### src/rtl/rvvi_retire_fifo.sv
// Serialises up to RETIRE RVVI retire events per cycle into a first-word-fall-through FIFO
// for the coverage sampler, with order-continuity checking and overflow accounting.
module rvvi_retire_fifo #(
   parameter int ILEN   = 32,
   parameter int XLEN   = 32,
   parameter int RETIRE = 1,
   parameter int DEPTH  = 16
) (
   input  logic                        clk,
   input  logic                        reset,
   input  logic [RETIRE-1:0]           in_valid,
   input  logic [RETIRE*64-1:0]        in_order,
   input  logic [RETIRE*ILEN-1:0]      in_insn,
   input  logic [RETIRE*XLEN-1:0]      in_pc,
   input  logic [RETIRE-1:0]           in_trap,
   input  logic [RETIRE*2-1:0]         in_mode,
   output logic                        out_valid,
   input  logic                        out_ready,
   output logic [63:0]                 out_order,
   output logic [ILEN-1:0]             out_insn,
   output logic [XLEN-1:0]             out_pc,
   output logic                        out_trap,
   output logic [1:0]                  out_mode,
   output logic [$clog2(DEPTH):0]      count,
   output logic                        overflow,
   output logic [15:0]                 drop_count,
   output logic                        order_err,
   output logic [63:0]                 err_exp,
   output logic [63:0]                 err_got,
   input  logic                        clear_err
);

   localparam int PW = $clog2(DEPTH);
   localparam int CW = PW + 1;

   logic [63:0]     r_mem_order [DEPTH];
   logic [ILEN-1:0] r_mem_insn  [DEPTH];
   logic [XLEN-1:0] r_mem_pc    [DEPTH];
   logic            r_mem_trap  [DEPTH];
   logic [1:0]      r_mem_mode  [DEPTH];

   logic [PW-1:0]   r_wr_ptr;
   logic [PW-1:0]   r_rd_ptr;
   logic [CW-1:0]   r_count;
   logic            r_overflow;
   logic [15:0]     r_drop_count;
   logic            r_order_err;
   logic [63:0]     r_err_exp;
   logic [63:0]     r_err_got;
   logic            r_first_seen;
   logic [63:0]     r_expected;

   logic [CW-1:0]   w_n;
   logic [CW-1:0]   w_free;
   logic [PW-1:0]   w_wr_idx [RETIRE];
   logic            w_any;
   logic            w_push;
   logic            w_drop;
   logic            w_pop;
   logic [16:0]     w_drop_sum;
   logic [15:0]     w_drop_next;

   logic [63:0]     w_lane;
   logic [63:0]     w_base;
   logic [63:0]     w_idx;
   logic [63:0]     w_last;
   logic            w_found;
   logic            w_mismatch;
   logic [63:0]     w_bad_exp;
   logic [63:0]     w_bad_got;

   // Compaction: each valid lane lands at write pointer + number of valid lanes below it.
   always_comb begin
      w_n = '0;
      for (int k = 0; k < RETIRE; k++) begin
         w_wr_idx[k] = r_wr_ptr + w_n[PW-1:0];
         if (in_valid[k]) w_n = w_n + CW'(1);
      end
   end

   // Free space uses the registered count; a pop in the same cycle does not make room.
   assign w_free      = CW'(DEPTH) - r_count;
   assign w_any       = |in_valid;
   assign w_push      = w_any && (w_free >= w_n);
   assign w_drop      = w_any && !w_push;
   assign w_pop       = (r_count != '0) && out_ready;
   assign w_drop_sum  = {1'b0, r_drop_count} + 17'(w_n);
   assign w_drop_next = w_drop_sum[16] ? 16'hFFFF : w_drop_sum[15:0];

   // Lane k is compared to base + (its index among valid lanes); the very first event seeds base.
   always_comb begin
      w_lane     = '0;
      w_base     = r_expected;
      w_idx      = '0;
      w_last     = r_expected;
      w_found    = 1'b0;
      w_mismatch = 1'b0;
      w_bad_exp  = '0;
      w_bad_got  = '0;
      for (int k = 0; k < RETIRE; k++) begin
         if (in_valid[k]) begin
            w_lane = in_order[k*64 +: 64];
            if (!r_first_seen && !w_found) begin
               w_base = w_lane;
            end else if (w_lane != w_base + w_idx) begin
               if (!w_mismatch) begin
                  w_bad_exp = w_base + w_idx;
                  w_bad_got = w_lane;
               end
               w_mismatch = 1'b1;
            end
            w_found = 1'b1;
            w_idx   = w_idx + 64'd1;
            w_last  = w_lane;
         end
      end
   end

   // NOTE: the storage array has no reset; only pointers and count define which entries are live.
   always_ff @(posedge clk) begin
      for (int k = 0; k < RETIRE; k++) begin
         if (w_push && in_valid[k]) begin
            r_mem_order[w_wr_idx[k]] <= in_order[k*64 +: 64];
            r_mem_insn[w_wr_idx[k]]  <= in_insn[k*ILEN +: ILEN];
            r_mem_pc[w_wr_idx[k]]    <= in_pc[k*XLEN +: XLEN];
            r_mem_trap[w_wr_idx[k]]  <= in_trap[k];
            r_mem_mode[w_wr_idx[k]]  <= in_mode[k*2 +: 2];
         end
      end
   end

   always_ff @(posedge clk or posedge reset) begin
      if (reset) begin
         r_wr_ptr     <= '0;
         r_rd_ptr     <= '0;
         r_count      <= '0;
         r_overflow   <= 1'b0;
         r_drop_count <= '0;
         r_order_err  <= 1'b0;
         r_err_exp    <= '0;
         r_err_got    <= '0;
         r_first_seen <= 1'b0;
         r_expected   <= '0;
      end else begin
         if (w_push) r_wr_ptr <= r_wr_ptr + w_n[PW-1:0];
         if (w_pop)  r_rd_ptr <= r_rd_ptr + PW'(1);
         r_count <= r_count + (w_push ? w_n : CW'(0)) - (w_pop ? CW'(1) : CW'(0));

         if (w_any) r_expected <= w_last + 64'd1;

         // A clear in the same cycle as a new error or drop takes priority.
         if (clear_err) begin
            r_overflow   <= 1'b0;
            r_drop_count <= '0;
            r_order_err  <= 1'b0;
            r_err_exp    <= '0;
            r_err_got    <= '0;
            r_first_seen <= 1'b0;
         end else begin
            if (w_drop) begin
               r_overflow   <= 1'b1;
               r_drop_count <= w_drop_next;
            end
            if (w_any) r_first_seen <= 1'b1;
            if (w_mismatch) begin
               r_order_err <= 1'b1;
               if (!r_order_err) begin
                  r_err_exp <= w_bad_exp;
                  r_err_got <= w_bad_got;
               end
            end
         end
      end
   end

   assign out_valid  = (r_count != '0);
   assign out_order  = r_mem_order[r_rd_ptr];
   assign out_insn   = r_mem_insn[r_rd_ptr];
   assign out_pc     = r_mem_pc[r_rd_ptr];
   assign out_trap   = r_mem_trap[r_rd_ptr];
   assign out_mode   = r_mem_mode[r_rd_ptr];
   assign count      = r_count;
   assign overflow   = r_overflow;
   assign drop_count = r_drop_count;
   assign order_err  = r_order_err;
   assign err_exp    = r_err_exp;
   assign err_got    = r_err_got;

endmodule

### config.mk
export PLATFORM = sky130hd
export DESIGN_NAME = rvvi_retire_fifo
export DESIGN_NICKNAME = d
export VERILOG_FILES = /design/src/rtl/rvvi_retire_fifo.sv
export SDC_FILE = /design/constraint.sdc
export NUM_CORES = 2
export LEC_CHECK = 0
export CAP_MARGIN = 15
export CORE_MARGIN = 2
export CORE_UTILIZATION = 65
export DETAILED_ROUTE_END_ITERATION = 10
export PLACE_DENSITY = 0.83
export RECOVER_POWER = 50
export SLEW_MARGIN = 15
export SYNTH_ARGS = -nofsm -noshare
export SYNTH_HDL_FRONTEND = slang
export SYNTH_SLANG_ARGS = --single-unit
### constraint.sdc
create_clock -name clk -period 22 [get_ports clk]
set_input_delay 4.4 -clock clk [delete_from_list [all_inputs] [get_ports clk]]
set_output_delay 4.4 -clock clk [all_outputs]
set_load 0.05 [all_outputs]
==> reports/summary.txt <==
gr usage total: 0.355
FFs w/ async S/R, synth: 0.0966
Area Growth Syn to Fin: 14.5%
final hold violations: 0
slowest stage delay, CP: 3510 ps
initial antenna violation count: 40
max frequency: 0.0757 GHz
Net Sw Frac: 0.336
grt ovf: 0
Crit path required time: 22530 ps
leakage: 33.4 nW
Int Power: 0.00908 W
DRT Wirelength: 249000 microns
Syn Inst Count: 4399
DIE WIDTH: 378 microns
maximum VDD drop: 0.168 mV
EDFF count, synth: 2096
CP startpoint kind: primary input
crit end category: flop
layout cells sized above 1: 0.206
CTS buffer count: 215
cts repair resizes: 0
CP max FO: 126
row cnt: 137
crit-path cells: clkbuf_1 -> clkbuf_1 -> buf_4 -> nand3_1 -> a22oi_1 -> nand4_1 -> nor4b_1 -> xnor2_1 -> a21oi_1
DRT Pass-1 Iters: 9
CP Data Arrival Time: 13730 ps
synth top area cells: edfxtp_1 69%, mux4_2 16%, dfrtp_1 6.2%
Worst-path clk slew: 60 ps
wire length per cell: 35.7 microns
CTS tree: built
combinational power share: 0.335
Clk pwr share: 0.267
cell repeated most along the worst path: clkbuf_1
sequential share of the synthesized area: 0.753
num ports: 419
commonest non-fill, non-tap cell in the layout: edfxtp_1
status: complete, but fails checks
initial DRC count: 7308
Yosys top cell area share: 0.691
Sink Count: 2320
via count: 49500
Post-CTS Setup Bufs: 0
hold crit path type: reg2reg
Final setup violation count: 0
Root Driver: clkbuf_16
full die area: 143000 sq um
# H-tree levels: 4
PwrDens: 131 nW/um^2
# hold bufs at CTS: 0
vias in the first global route: 50500
most frequent cells in the layout: 2096 x edfxtp_1, 644 x mux4_2, 220 x dfrtp_1
DP Worst Slack: 12660 ps
Clock Skew: 33.7 ps
worst setup margin: 8800 ps
largest net degree at the start of global routing: 173
Via density: 7.12
first-pass GRT wire length: 358000 microns
worst-margin pin slew: 5210 ps
starting density of the core: 0.654
worst skew pair latency: 850 ps
sequential share of power: 0.398
max_cap viols: 11
violated checks: capacitance limit, slew limit
RSZ-0062 raised after global routing: false
critical path class: in2reg
Final min period: 13200 ps
Die Ht: 378 microns
# DRC: 0
DP HPWL: 122000 microns
Unique masters post-synth: 59
Crit-path slowest cell: clkbuf_1
Yosys reg bits: 2320
Synth area leader: edfxtp_1
sw power: 0.00460 W
Nets: 5025
IO Port Bufs: 418
Core Box Area: 139000 sq um
Clock Tree Buf Depth: 3
Setup TNS Final: 0 ps
Slew headroom: -2.49
post-route ant nets: 0
post-synthesis average cell area: 20.7 sq um
Synthesized Nets: 4552
GPL Wtd Cong: 0.928
Synth Warn #: 0
Mapped Area: 91100 sq um
max-slew violation count: 593
top_reg_cell synth: edfxtp_1
Tcrit/Tclk final: 0.600
Yosys cell counts, types with 7 or more instances:
library cell     n
nand4b_1         9
mux4_2         644
nand3_1        129
xor2_1          15
inv_1           24
nor2_1         106
nor3_1          23
and3_1           7
o21ai_1          7
nand3b_1        33
nor4_1          15
a22oi_1         22
a21oi_1        206
mux2i_1         18
xnor2_1        116
or4_1            7
nand2_1         65
o21ai_0        128
nand2b_1        10
clkbuf_1       212
o22ai_1          8
buf_2           17
buf_1           48
dfrtp_1        224
a211oi_1        18
nor2b_1         14
nand4_1        100
edfxtp_1      2096
ha_1            16
worst paths after layout:
path                                       from                     endpoint  slack [ps]  cells after the start
setup / recovery                       in_valid   r_expected[39]$_DFFE_PP0P_        8800                      9
hold / removal             overflow$_DFFE_PP0P_         overflow$_DFFE_PP0P_         510                      2
setup reg to reg             count[0]$_DFF_PP0_  r_mem_insn[4][15]$_DFFE_PP_       16250                     12
hold reg to reg            overflow$_DFFE_PP0P_         overflow$_DFFE_PP0P_         510                      2
max in group asynchronous                 reset      r_rd_ptr[1]$_DFFE_PP0P_       10620                      3
min in group asynchronous                 reset      err_got[40]$_DFFE_PP0P_        5590                      2
area by class of cell:
class | instances | area, sq um
Antenna cell | 25 | 62.6
Clock buffer | 272 | 5760
Clock inverter | 127 | 1040
Fill cell | 7271 | 35100
Inverter | 24 | 91.3
Multi-Input combinational cell | 1774 | 21400
Sequential cell | 2320 | 68600
Tap cell | 1876 | 2350
Timing Repair Buffer | 537 | 5010
kinds of logic after synthesis:
kind of cell | Yosys count | synth area share
flops | 2320 | 0.753
mux | 664 | 0.161
simple gates | 550 | 0.0330
compound gates | 412 | 0.0248
buf+inv | 305 | 0.0131
xor+xnor | 131 | 0.0126
fa+ha+maj | 17 | 0.00242
power by group through the flow:
stage	clock, W	sequential, W	combinational (W)
after CTS	0.00368	0.00544	0.00462
after floorplan	0	0.00548	0.00315
after global routing	0.00383	0.00547	0.00474
after detailed placement	0	0.00551	0.00452
final	0.00365	0.00544	0.00458
after global placement	0	0.00548	0.00446
critical path: cells and delay by family:
kind            cells  cell delay [ps]
compound gates      2              520
simple gates        3             1130
buf+inv             3             7320
xor+xnor            1              200
routing by layer:
metal,up-vias,global-route usage,wire (microns),share of wire
met5,-,0,115,0.00046
met4,16,0.155,12000,0.048
met3,695,0.0748,26900,0.11
met2,3816,0.576,124000,0.50
met1,25800,0.474,85600,0.34
li1,19300,-,-,-
registers in the layout, indices dropped and copies added (netlist names), 32 cells and up:
name	count
r_mem_order	1024
err_exp	64
r_mem_mode	32
r_mem_pc	512
r_mem_insn	512
err_got	64
r_expected	64
per-stage QoR:
stage	cells	util	hold slack, ps	area (sq um)	power, W
floorplan	4399	-	483	91100	0.00864
global placement	6531	0.701	489	97700	0.00994
detailed placement	6531	0.701	497	97700	0.0100
CTS	6930	0.750	517	104000	0.0137
global route	6945	0.748	537	104000	0.0140
finish	6955	0.748	513	104000	0.0137
(Power assumes the default switching activity.)
